File: src/rtl/traffic_conflict_monitor_pkg.sv
// Shared lamp encodings, fault codes and per-approach check flags for the
// traffic conflict monitor.
// Contents: RED/YELLOW/GREEN, F_NONE..F_SHORT_HG, lamp_flags_t, lamp helpers.
package tlc_pkg;

  localparam logic [2:0] RED    = 3'b100;
  localparam logic [2:0] YELLOW = 3'b010;
  localparam logic [2:0] GREEN  = 3'b001;

  localparam logic [2:0] F_NONE     = 3'd0;
  localparam logic [2:0] F_BAD_ENC  = 3'd1;
  localparam logic [2:0] F_CONFLICT = 3'd2;
  localparam logic [2:0] F_BAD_SEQ  = 3'd3;
  localparam logic [2:0] F_SHORT_Y  = 3'd4;
  localparam logic [2:0] F_LONG_CG  = 3'd5;
  localparam logic [2:0] F_SHORT_HG = 3'd6;

  // Per-approach results handed from lamp_seq_checker to the top level.
  typedef struct packed {
    logic enc_err;          // current sample is not a legal lamp code
    logic seq_err;          // illegal change between previous and current sample
    logic y_short;          // yellow -> red after too short a yellow
    logic is_green;         // current sample is GREEN
    logic is_yellow;        // current sample is YELLOW
    logic green_to_yellow;  // green -> yellow change this cycle
    logic steady;           // current sample equals previous one (checks armed)
  } lamp_flags_t;

  function automatic logic lamp_valid(input logic [2:0] l);
    return (l == RED) || (l == YELLOW) || (l == GREEN);
  endfunction

  function automatic logic legal_step(input logic [2:0] prev, input logic [2:0] cur);
    return ((prev == RED)    && (cur == GREEN))  ||
           ((prev == GREEN)  && (cur == YELLOW)) ||
           ((prev == YELLOW) && (cur == RED));
  endfunction

endpackage

File: src/rtl/traffic_conflict_monitor_if.sv
// Lamp observation and fault reporting bundle of the traffic conflict monitor.
// master: controller/lamp side (drives lamps and clear_fault, sees fault outputs);
// slave: the monitor itself.
interface traffic_conflict_monitor_if;
  logic [2:0] highway_light;
  logic [2:0] country_light;
  logic       clear_fault;
  logic       fault;
  logic [2:0] fault_code;
  logic       flash_red;
  logic [7:0] fault_count;

  modport master (
    output highway_light, country_light, clear_fault,
    input  fault, fault_code, flash_red, fault_count
  );

  modport slave (
    input  highway_light, country_light, clear_fault,
    output fault, fault_code, flash_red, fault_count
  );
endinterface

File: src/rtl/traffic_conflict_monitor_lamp_seq_checker.sv
// One-approach lamp tracker: samples the lamp bus (s), keeps the previous
// sample (p) and the dwell count of p, and flags encoding/sequence problems.
// Ports: clk, rst_bar, light (lamp bus) -> flags (lamp_flags_t), run (dwell of p).
module lamp_seq_checker
  import tlc_pkg::*;
#(
  parameter int CNT_W      = 16,
  parameter int MIN_YELLOW = 250
) (
  input  logic             clk,
  input  logic             rst_bar,
  input  logic [2:0]       light,
  output lamp_flags_t      flags,
  output logic [CNT_W-1:0] run
);

  localparam logic [CNT_W-1:0] MIN_Y_C = CNT_W'(MIN_YELLOW);

  logic [2:0]       s_q, s_d;
  logic [2:0]       p_q, p_d;
  logic [CNT_W-1:0] run_q, run_d;
  logic             s_vld_q, s_vld_d;   // s holds a real sample
  logic             first_q, first_d;   // p does not yet hold a real sample

  always_comb begin
    s_d     = light;
    p_d     = s_q;
    s_vld_d = 1'b1;
    // Stays set through the first sampling edge so that the reset value
    // shifted into p is never compared against a real sample.
    first_d = ~s_vld_q;
    // run counts how long p's value has been held, so on a transition edge
    // it still describes the state being left.
    if (first_q || (s_q != p_q)) begin
      run_d = CNT_W'(1);
    end else if (&run_q) begin
      run_d = run_q;
    end else begin
      run_d = run_q + CNT_W'(1);
    end
  end

  always_ff @(posedge clk or negedge rst_bar) begin
    if (!rst_bar) begin
      s_q     <= 3'b000;
      p_q     <= 3'b000;
      run_q   <= '0;
      s_vld_q <= 1'b0;
      first_q <= 1'b1;
    end else begin
      s_q     <= s_d;
      p_q     <= p_d;
      run_q   <= run_d;
      s_vld_q <= s_vld_d;
      first_q <= first_d;
    end
  end

  logic armed;
  logic moved;

  always_comb begin
    armed = ~first_q && lamp_valid(s_q) && lamp_valid(p_q);
    moved = (s_q != p_q);

    flags.enc_err         = s_vld_q && !lamp_valid(s_q);
    flags.seq_err         = armed && moved && !legal_step(p_q, s_q);
    flags.y_short         = armed && (p_q == YELLOW) && (s_q == RED) && (run_q < MIN_Y_C);
    flags.is_green        = (s_q == GREEN);
    flags.is_yellow       = (s_q == YELLOW);
    flags.green_to_yellow = armed && (p_q == GREEN) && (s_q == YELLOW);
    flags.steady          = armed && !moved;
  end

  assign run = run_q;

endmodule

File: src/rtl/traffic_conflict_monitor.sv
// Safety monitor on the highway/country lamp buses: latches the first fault
// code, drives a flashing-red override and counts fault events.
// Ports: clk, rst_bar, mon (slave modport: lamps + clear_fault in, fault/code/flash/count out).
module traffic_conflict_monitor
  import tlc_pkg::*;
#(
  parameter int MIN_YELLOW  = 250,
  parameter int MIN_GREEN_H = 6000,
  parameter int MAX_GREEN_C = 1500,
  parameter int FLASH_HALF  = 25,
  parameter int CNT_W       = 16
) (
  input  logic                         clk,
  input  logic                         rst_bar,
  traffic_conflict_monitor_if.slave    mon
);

  localparam logic [CNT_W-1:0] MIN_GH_C   = CNT_W'(MIN_GREEN_H);
  localparam logic [CNT_W-1:0] MAX_GC_C   = CNT_W'(MAX_GREEN_C);
  localparam logic [CNT_W-1:0] FLASH_LAST = CNT_W'(FLASH_HALF - 1);

  // Index 0 = highway, 1 = country.
  lamp_flags_t      flags [2];
  logic [CNT_W-1:0] run_h, run_c;

  lamp_seq_checker #(.CNT_W(CNT_W), .MIN_YELLOW(MIN_YELLOW)) u_hwy (
    .clk(clk), .rst_bar(rst_bar), .light(mon.highway_light), .flags(flags[0]), .run(run_h)
  );

  lamp_seq_checker #(.CNT_W(CNT_W), .MIN_YELLOW(MIN_YELLOW)) u_cty (
    .clk(clk), .rst_bar(rst_bar), .light(mon.country_light), .flags(flags[1]), .run(run_c)
  );

  logic       conflict, long_cg, short_hg;
  logic [2:0] code;

  always_comb begin
    // Non-red on both sides; an undecodable lamp is caught by BAD_ENC first.
    conflict = (flags[0].is_green || flags[0].is_yellow) &&
               (flags[1].is_green || flags[1].is_yellow);
    // run_c only describes the current green once p is green as well; at
    // the red->green edge it still holds the length of the preceding red.
    long_cg  = flags[1].is_green && flags[1].steady && (run_c > MAX_GC_C);
    short_hg = flags[0].green_to_yellow && (run_h < MIN_GH_C);

    code = F_NONE;
    if (flags[0].enc_err || flags[1].enc_err) begin
      code = F_BAD_ENC;
    end else if (conflict) begin
      code = F_CONFLICT;
    end else if (flags[0].seq_err || flags[1].seq_err) begin
      code = F_BAD_SEQ;
    end else if (flags[0].y_short || flags[1].y_short) begin
      code = F_SHORT_Y;
    end else if (long_cg) begin
      code = F_LONG_CG;
    end else if (short_hg) begin
      code = F_SHORT_HG;
    end
  end

  logic             fault_q, fault_d;
  logic [2:0]       fault_code_q, fault_code_d;
  logic             flash_q, flash_d;
  logic [CNT_W-1:0] flash_cnt_q, flash_cnt_d;
  logic [7:0]       fault_count_q, fault_count_d;

  always_comb begin
    fault_d       = fault_q;
    fault_code_d  = fault_code_q;
    flash_d       = flash_q;
    flash_cnt_d   = flash_cnt_q;
    fault_count_d = fault_count_q;

    if (!fault_q) begin
      if (code != F_NONE) begin
        fault_d      = 1'b1;
        fault_code_d = code;
        flash_d      = 1'b1;
        flash_cnt_d  = '0;
        if (fault_count_q != 8'hFF) begin
          fault_count_d = fault_count_q + 8'd1;
        end
      end
    end else if (mon.clear_fault && (code == F_NONE)) begin
      fault_d      = 1'b0;
      fault_code_d = F_NONE;
      flash_d      = 1'b0;
      flash_cnt_d  = '0;
    end else if (flash_cnt_q == FLASH_LAST) begin
      flash_cnt_d = '0;
      flash_d     = ~flash_q;
    end else begin
      flash_cnt_d = flash_cnt_q + CNT_W'(1);
    end
  end

  always_ff @(posedge clk or negedge rst_bar) begin
    if (!rst_bar) begin
      fault_q       <= 1'b0;
      fault_code_q  <= F_NONE;
      flash_q       <= 1'b0;
      flash_cnt_q   <= '0;
      fault_count_q <= 8'd0;
    end else begin
      fault_q       <= fault_d;
      fault_code_q  <= fault_code_d;
      flash_q       <= flash_d;
      flash_cnt_q   <= flash_cnt_d;
      fault_count_q <= fault_count_d;
    end
  end

  assign mon.fault       = fault_q;
  assign mon.fault_code  = fault_code_q;
  assign mon.flash_red   = flash_q;
  assign mon.fault_count = fault_count_q;

endmodule
File: src/flat_wrapper.sv
// flat-port wrapper written by rule: the top's interface ports become plain ports
module traffic_conflict_monitor_flat import tlc_pkg::*;
#(
  parameter int MIN_YELLOW  = 250,
  parameter int MIN_GREEN_H = 6000,
  parameter int MAX_GREEN_C = 1500,
  parameter int FLASH_HALF  = 25,
  parameter int CNT_W       = 16
)
  (clk, rst_bar, mon_highway_light, mon_country_light, mon_clear_fault, mon_fault, mon_fault_code, mon_flash_red, mon_fault_count);
  traffic_conflict_monitor_if mon_i ();
  input  logic clk;
  input  logic rst_bar;
  input wire logic [$bits(mon_i.highway_light)-1:0] mon_highway_light;
  input wire logic [$bits(mon_i.country_light)-1:0] mon_country_light;
  input wire logic [$bits(mon_i.clear_fault)-1:0] mon_clear_fault;
  output wire logic [$bits(mon_i.fault)-1:0] mon_fault;
  output wire logic [$bits(mon_i.fault_code)-1:0] mon_fault_code;
  output wire logic [$bits(mon_i.flash_red)-1:0] mon_flash_red;
  output wire logic [$bits(mon_i.fault_count)-1:0] mon_fault_count;
  assign mon_i.highway_light = mon_highway_light;
  assign mon_i.country_light = mon_country_light;
  assign mon_i.clear_fault = mon_clear_fault;
  assign mon_fault = mon_i.fault;
  assign mon_fault_code = mon_i.fault_code;
  assign mon_flash_red = mon_i.flash_red;
  assign mon_fault_count = mon_i.fault_count;
  traffic_conflict_monitor #(.MIN_YELLOW(MIN_YELLOW), .MIN_GREEN_H(MIN_GREEN_H), .MAX_GREEN_C(MAX_GREEN_C), .FLASH_HALF(FLASH_HALF), .CNT_W(CNT_W)) u_core (.clk(clk), .rst_bar(rst_bar), .mon(mon_i));
endmodule
File: config.mk
export PLATFORM = sky130hd
export DESIGN_NAME = traffic_conflict_monitor_flat
export DESIGN_NICKNAME = d
export VERILOG_FILES = /design/src/rtl/traffic_conflict_monitor_pkg.sv /design/src/rtl/traffic_conflict_monitor_if.sv /design/src/rtl/traffic_conflict_monitor_lamp_seq_checker.sv /design/src/rtl/traffic_conflict_monitor.sv /design/src/flat_wrapper.sv
export SDC_FILE = /design/constraint.sdc
export NUM_CORES = 1
export LEC_CHECK = 0
export ABC_CLOCK_PERIOD_IN_PS = 2400
export BUFFER_PORTS_ARGS = -buffer_cell sky130_fd_sc_hd__buf_2
export CAP_MARGIN = 10
export CORE_MARGIN = 2
export CORE_UTILIZATION = 55
export DETAILED_ROUTE_END_ITERATION = 12
export GPL_TIMING_DRIVEN = 0
export PLACE_DENSITY = 0.78
export SYNTH_ARGS = -nofsm -noshare
export SYNTH_HDL_FRONTEND = slang
export SYNTH_SLANG_ARGS = --single-unit
export TNS_END_PERCENT = 20
File: constraint.sdc
create_clock -name clk -period 2.4 [get_ports clk]
set_input_delay 0.24 -clock clk [delete_from_list [all_inputs] [get_ports clk]]
set_output_delay 0.24 -clock clk [all_outputs]
set_load 0.05 [all_outputs]
# ---- After elaboration in Yosys (flattened, before gate mapping)
# Index checks and enable logic that the tools add are counted.
# W data, S select, Z words.
dict set report word_totals {
  out_inout_bits 13
  reg_bits 75
  word_cells 131
  in_bits 9
}
dict set report op_classes {
  reduce_logical 62
  eq_ne 20
  bitwise_logic 4
  addsub 4
  n_lt_le_gt_ge 4
  mux 24
}
# cell count
set ops {}
lappend ops {{$mux W16} 8}
lappend ops {{$add A16 B1 Y16 const B} 3}
lappend ops {{$lt A16 B8 Y1 const B} 2}
lappend ops {{$reduce_and A16 Y1} 2}
lappend ops {{$logic_and A1 B1 Y1} 30}
lappend ops {{$mux W3} 9}
lappend ops {{$logic_or A1 B1 Y1} 19}
lappend ops {{$eq A16 B5 Y1 const B} 1}
lappend ops {{$gt A16 B11 Y1 const B} 1}
lappend ops {{$lt A16 B13 Y1 const B} 1}
lappend ops {{$eq A3 B1 Y1 const B} 4}
lappend ops {{$eq A3 B2 Y1 const B} 4}
lappend ops {{$eq A3 B3 Y1 const B} 4}
lappend ops {{$add A8 B1 Y8 const B} 1}
lappend ops {{$ne A8 B8 Y1 const B} 1}
lappend ops {{$mux W1} 7}
lappend ops {{$ne A2 B2 Y1 const B} 3}
lappend ops {{$ne A3 B3 Y1} 2}
lappend ops {{$logic_not A1 Y1} 5}
lappend ops {{$not A1 Y1} 4}
lappend ops {{$reduce_and A2 Y1} 2}
lappend ops {{$logic_not A3 Y1} 1}
lappend ops {{$ne A3 B3 Y1 const B} 1}
lappend ops {{$reduce_and A3 Y1} 1}
lappend ops {{2 further kinds} 2}

# ---- Logic depth before layout (Yosys ltp)
dict set report depth {
  ltp_word 18
  mapped_depth 9
  depth_no_buf 8
}

# ---- By module
# A second synthesis with hierarchy kept.
dict set report unflattened {
  cells_unflattened 446
  hier_area_um2 4375.4
}
# mod cells_per_inst instances area_each_um2 seq_area_each_um2
set by_module_without_submodules {}
lappend by_module_without_submodules {lamp_seq_checker 127 2 1282.5 601.8}
lappend by_module_without_submodules {traffic_conflict_monitor 192 1 1810.5 725.7}

# ---- Least setup slack after synthesis
# Ideal clock, no wire load.
dict set report synth_path {
  path_kind {reg-to-reg}
  start {register u_core.u_hwy.s_q[0], in the netlist u_core.u_hwy.p_d[0]}
  end {register u_core.fault_count_q[7], in the netlist u_core.mon.fault_count[7]}
  arrival_ps 2458
  path_stages_with_launch 10
  path_slack_ps -185
  n_path_buf 2
  setup_ps 128
  path_cell_list {dfrtp_1 -> buf_6 -> or4_1 -> or3_1 -> nor3_1 -> nor2_1 -> and4_4 -> buf_6 -> nor3_1 -> mux2_1}
}
dict set report synth_via {
  elab_chain_cells 16
  word_cells_on_any_way 37
}
# element line
set synth_rtl {}
lappend synth_rtl {{start: declaration} traffic_conflict_monitor_lamp_seq_checker.sv:19} ;# logic [2:0] s_q, s_d;
lappend synth_rtl {{start signal: assignment} traffic_conflict_monitor_lamp_seq_checker.sv:45} ;# s_q <= 3'b000;
lappend synth_rtl {{start signal: assignment} traffic_conflict_monitor_lamp_seq_checker.sv:51} ;# s_q <= s_d;
lappend synth_rtl {{$eq A3 B3 Y1 / $eq A3 B2 Y1 (equally long branches)} n/a}
lappend synth_rtl {{$logic_or A1 B1 Y1 (2 in series)} traffic_conflict_monitor_pkg.sv:30} ;# return (l == RED) || (l == YELLOW) || (l == GREEN);
lappend synth_rtl {{$logic_and A1 B1 Y1 (2 in series)} traffic_conflict_monitor_lamp_seq_checker.sv:63} ;# armed = ~first_q && lamp_valid(s_q) && lamp_valid(p_q);
lappend synth_rtl {{$logic_and A1 B1 Y1 (2 in series)} traffic_conflict_monitor_lamp_seq_checker.sv:71} ;# flags.green_to_yellow = armed && (p_q == GREEN) && (s_q == YELLOW);
lappend synth_rtl {{$logic_and A1 B1 Y1} traffic_conflict_monitor.sv:44} ;# short_hg = flags[0].green_to_yellow && (run_h < MIN_GH_C);
lappend synth_rtl {{$mux W3} traffic_conflict_monitor.sv:57} ;# end else if (short_hg) begin
lappend synth_rtl {{$mux W3} traffic_conflict_monitor.sv:55} ;# end else if (long_cg) begin
lappend synth_rtl {{$mux W3} traffic_conflict_monitor.sv:53} ;# end else if (flags[0].y_short || flags[1].y_short) begin
lappend synth_rtl {{$mux W3} traffic_conflict_monitor.sv:51} ;# end else if (flags[0].seq_err || flags[1].seq_err) begin
lappend synth_rtl {{$mux W3} traffic_conflict_monitor.sv:49} ;# end else if (conflict) begin
lappend synth_rtl {{$mux W3 *} traffic_conflict_monitor.sv:47} ;# if (flags[0].enc_err || flags[1].enc_err) begin
lappend synth_rtl {{$reduce_bool A3 Y1 *} traffic_conflict_monitor.sv:76} ;# if (code != F_NONE) begin
lappend synth_rtl {{$reduce_and A3 Y1 (no line) *} n/a}
lappend synth_rtl {{end signal: assignment} traffic_conflict_monitor.sv:110} ;# fault_count_q <= fault_count_d;
lappend synth_rtl {{end: declaration} traffic_conflict_monitor.sv:66} ;# logic [7:0] fault_count_q, fault_count_d;
# Mark *: on every way between the ends. The rest lies on a longest branch, timed or not.
# A chain may end at the register's enable or synchronous reset.

# ---- Final worst setup path
dict set report layout_path {
  start {register u_core.u_cty.s_q[1], in the netlist u_core.u_cty.p_d[1]}
  end {register u_core.fault_count_q[7], in the netlist u_core.mon.fault_count[7]}
}
dict set report layout_via {
  elab_chain_cells 15
  word_cells_on_any_way 37
}
# element line
set layout_rtl {}
lappend layout_rtl {{start: declaration} traffic_conflict_monitor_lamp_seq_checker.sv:19}
lappend layout_rtl {{start signal: assignment} traffic_conflict_monitor_lamp_seq_checker.sv:45}
lappend layout_rtl {{start signal: assignment} traffic_conflict_monitor_lamp_seq_checker.sv:51}
lappend layout_rtl {{$eq A3 B3 Y1 / $eq A3 B2 Y1 (equally long branches)} n/a}
lappend layout_rtl {{$logic_or A1 B1 Y1 (2 in series)} traffic_conflict_monitor_pkg.sv:30}
lappend layout_rtl {{$logic_and A1 B1 Y1 (2 in series)} traffic_conflict_monitor_lamp_seq_checker.sv:63}
lappend layout_rtl {{$logic_and A1 B1 Y1 (on tied branches)} {traffic_conflict_monitor_lamp_seq_checker.sv:72, traffic_conflict_monitor_lamp_seq_checker.sv:68}}
lappend layout_rtl {{$logic_and A1 B1 Y1 (on tied branches) (2 in series)} {traffic_conflict_monitor.sv:43, traffic_conflict_monitor_lamp_seq_checker.sv:68}}
lappend layout_rtl {{$mux W3 / $logic_or A1 B1 Y1 (equally long branches)} {traffic_conflict_monitor.sv:55, traffic_conflict_monitor.sv:53}}
lappend layout_rtl {{$mux W3} traffic_conflict_monitor.sv:53}
lappend layout_rtl {{$mux W3} traffic_conflict_monitor.sv:51}
lappend layout_rtl {{$mux W3} traffic_conflict_monitor.sv:49}
lappend layout_rtl {{$mux W3 *} traffic_conflict_monitor.sv:47}
lappend layout_rtl {{$reduce_bool A3 Y1 *} traffic_conflict_monitor.sv:76}
lappend layout_rtl {{$reduce_and A3 Y1 (no line) *} n/a}
# Marked as above.

==> out/summary.txt <==
CTS tree = yes
proportion of synthesized chip area in sequential cells = 44.5%
Post-Syn Instances = 436
Die Area = 8390 um2
Fin. Hold Viols = 0
Placed Area = 4510 um2
Pleak = 2.13 nW
CP Max Fanout = 11
CP Class = reg -> reg
Adder-Cell Fraction of Synth Area = 1.48%
top cell type's share of synthesized area = 43.9%
violated checks = setup timing
placed instance count = 556
area leader, netlist = dfrtp_1
pre-CTS setup slack = -0.405 ns
Worst path slowest cell = or3b_4
Crit. End Element = register
Tcrit/Tclk final = 105%
largest cells by area after synthesis = dfrtp_1 (44%), xor2_1 (6.0%), nor2_1 (3.5%)
first-pass GRT wire length = 15,500 um
unrepaired setup endpoints after global routing = true
Worst slew margin = 42.1%
Compound-Gate Fraction of Synth Area = 16.0%
Nets = 498
post-synthesis cell type count = 64
min Tclk post-route = 2.52 ns
startpoint types = register
# diodes = 0
synthesized net count = 450
Final ANT Viol Nets = 0
clock root cell = clkbuf_8
TritonRoute pass-1 iters = 4
Synth async-reset ratio = 100%
fmax = 397 MHz
count of final setup violators = 18
Seq cells post-synth = 75
layout cells sized above 1 = 18.4%
Vias/cell = 5.97
XOR/XNOR Fraction of Synth Area = 8.31%
PD cells = 650 nW/um2
IO Pins = 22
R2R Setup Slk = -0.12 ns
status = finished, violations left
DR DRC count = 0
# fillers = 549
grt total ovfl = 0
CTS clk-pin slew, worst paths = 0.08 ns
simple-gate portion of the synthesized area = 25.0%
vias in the first global route = 3,304
commonest non-fill, non-tap cell in the layout = dfrtp_1
Synth Cell Area = 4220 um2
commonest cells after routing, fill and taps aside = dfrtp_1 (73), nor2_1 (37), nand2_1 (30)
Final Util = 68.4%
WP data required = 2.65 ns
post-synthesis mux area share = 1.51%
worst stage delay on the critical path = 0.42 ns
critical path, cell by cell = buf_6 -> or3b_4 -> o22ai_4 -> buf_4 -> nand4_1 -> o211a_1 -> and4_4 -> buf_12 -> nor3_4 -> mux2_4
Ys Warns = 0
largest family of logic cells by synthesized area = simple AND/OR/NAND/NOR gates
CTS max path bufs = 2
Max Cap Viol = 0
htree depth = 3
syn avg cell area = 9.67 um2
largest net degree at the start of global routing = 42
final worst clock skew = 0.0100 ns
initial core utilization = 57.5%
antenna violations before repair = 0
port bufs = 20
DR vias = 3,511
Post-DP HPWL = 5950 um
worst setup margin = -0.120 ns
Die Span X = 91.6 um
post-DR wirelength/cell = 15.6 um
CTS sink cnt = 75
final instance area = 5010 um2
worst-margin pin slew = 0.868 ns
Non-Filler Instances = 588
routability congestion estimate = 0.806
Iter 0 DRT Violations = 200
area grow syn2layout = 18.9%
clk_lat worst skew = 0.36 ns
VDD IR-drop max = 376 uV
wirelength, routed = 9150 um
Core Area = 7330 um2
Post-synth EDFFs = 0
Die Y = 91.6 um
row count = 31
Most used DFF post-synth = dfrtp_1
GRT Total Usage = 22.9%
CTS buffer count = 9
Final Max Tran Viols = 0
Arr. time, crit path = 2.77 ns
Hold Path Class = in -> async
Total Power = 0.00326 W
==> metrics by stage <==
stage / hold slack (ns) / setup TNS (ns)
after CTS: 0.370 / -0.801
after floorplan: -0.0556 / -0.0629
after global routing: 0.403 / -3.42
after detailed placement: 0.214 / -7.19
after global placement: 0.347 / -6.67
final: 0.361 / -1.16
==> repair_timing <==
item / in CTS / in global routing
resized for setup: 20 / 16
hold endpoints to repair: 40 / 0
pin swaps: 11 / 12
endpoints found under the setup margin: 30 / 46
buffers inserted: 9 / 2
hold buffers: 7 / 0
gates cloned: 0 / 1
==> layout make-up <==
class | count | area, um2 | share of cell area, %
Tap cell | 99 | 124 | 2.47
Timing Repair Buffer | 39 | 279 | 5.56
Inverter | 10 | 37.5 | 0.749
Buffer | 16 | 118 | 2.35
Multi-Input combinational cell | 333 | 2360 | 47.2
Sequential cell | 75 | 1880 | 37.5
Clock buffer | 14 | 153 | 3.04
Clock inverter | 2 | 60.1 | 1.20
==> power by group <==
part	internal, W	leakage, nW	total, W	switching, W
combinational	0.000245	1.04	0.000714	0.000469
clock	0.000617	0.105	0.00108	0.000459
sequential	0.00135	0.983	0.00147	0.000118
total	0.00221	2.13	0.00326	0.00105
==> final timing paths <==
| check | cells past startpoint | endpoint | from |
|---|---|---|---|
| setup reg to reg | 10 | u_core.mon.fault_count[7] | u_core.u_cty.p_d[1] |
| setup / recovery | 10 | u_core.mon.fault_count[7] | u_core.u_cty.p_d[1] |
| max in group asynchronous | 3 | u_core.u_hwy.first_q | rst_bar |
| min in group clk | 0 | u_core.u_hwy.p_q[2] | u_core.u_hwy.p_d[2] |
| hold / removal | 2 | u_core.mon.fault_count[0] | rst_bar |
| hold reg to reg | 0 | u_core.u_hwy.p_q[2] | u_core.u_hwy.p_d[2] |
==> routing by layer <==
| metal | wire length [um] | up-vias | GRT usage (%) |
|---|---|---|---|
| met3 | 346 | 10 | 3.73 |
| li1 | - | 1694 | - |
| met4 | 140 | 0 | 9.09 |
| met5 | 0 | - | 0 |
| met2 | 4330 | 78 | 35.0 |
| met1 | 4330 | 1729 | 32.4 |
==> cell usage after synthesis (all sizes together), types with 4 or more instances <==
master and n:
dfrtp 74, nor2 40, nand2 30, xor2 29
nand3 21, nor3 18, o21ai 17, nand4 15
a21oi 14, nand2b 14, clkbuf 13, xnor2 11
inv 10, and3 9, or3 7, a21o 6
a221oi 6, and2 6, buf 6, nor4 6
or4 6, a221o 5, a31oi 5, ha 5
and4 4, nor4b 4
==> logic make-up after synthesis <==
logic type,count (synthesis)
XOR/XNOR,40
multiplexers,6
other,1
adder cells (fa/ha/maj),5
buffers and inverters,29
flip-flops,75
AND/OR/NAND/NOR,193
AO/OA/AOI/OAI,87
==> registers in the layout, summed over array words and instances (netlist names) <==
name	flops
u_core.flash_cnt_q	16
u_core.mon.fault	1
u_core.mon.fault_code	3
u_core.mon.fault_count	8
u_core.mon.flash_red	1
u_core.u_cty.p_d	3
u_core.u_cty.p_q	3
u_core.u_cty.run	16
u_core.u_hwy.first_q	1
u_core.u_hwy.p_d	3
u_core.u_hwy.p_q	3
u_core.u_hwy.run	16
u_core.u_hwy.s_vld_q	1
==> critical path: cells and delay by family, from the launching register on <==
family                 cells  cell delay [ns]
buffers and inverters      3             0.43
multiplexers               1             0.31
AND/OR/NAND/NOR            4             0.91
AO/OA/AOI/OAI              2             0.35
flip-flops                 1             0.40
(Power assumes the default switching activity.)
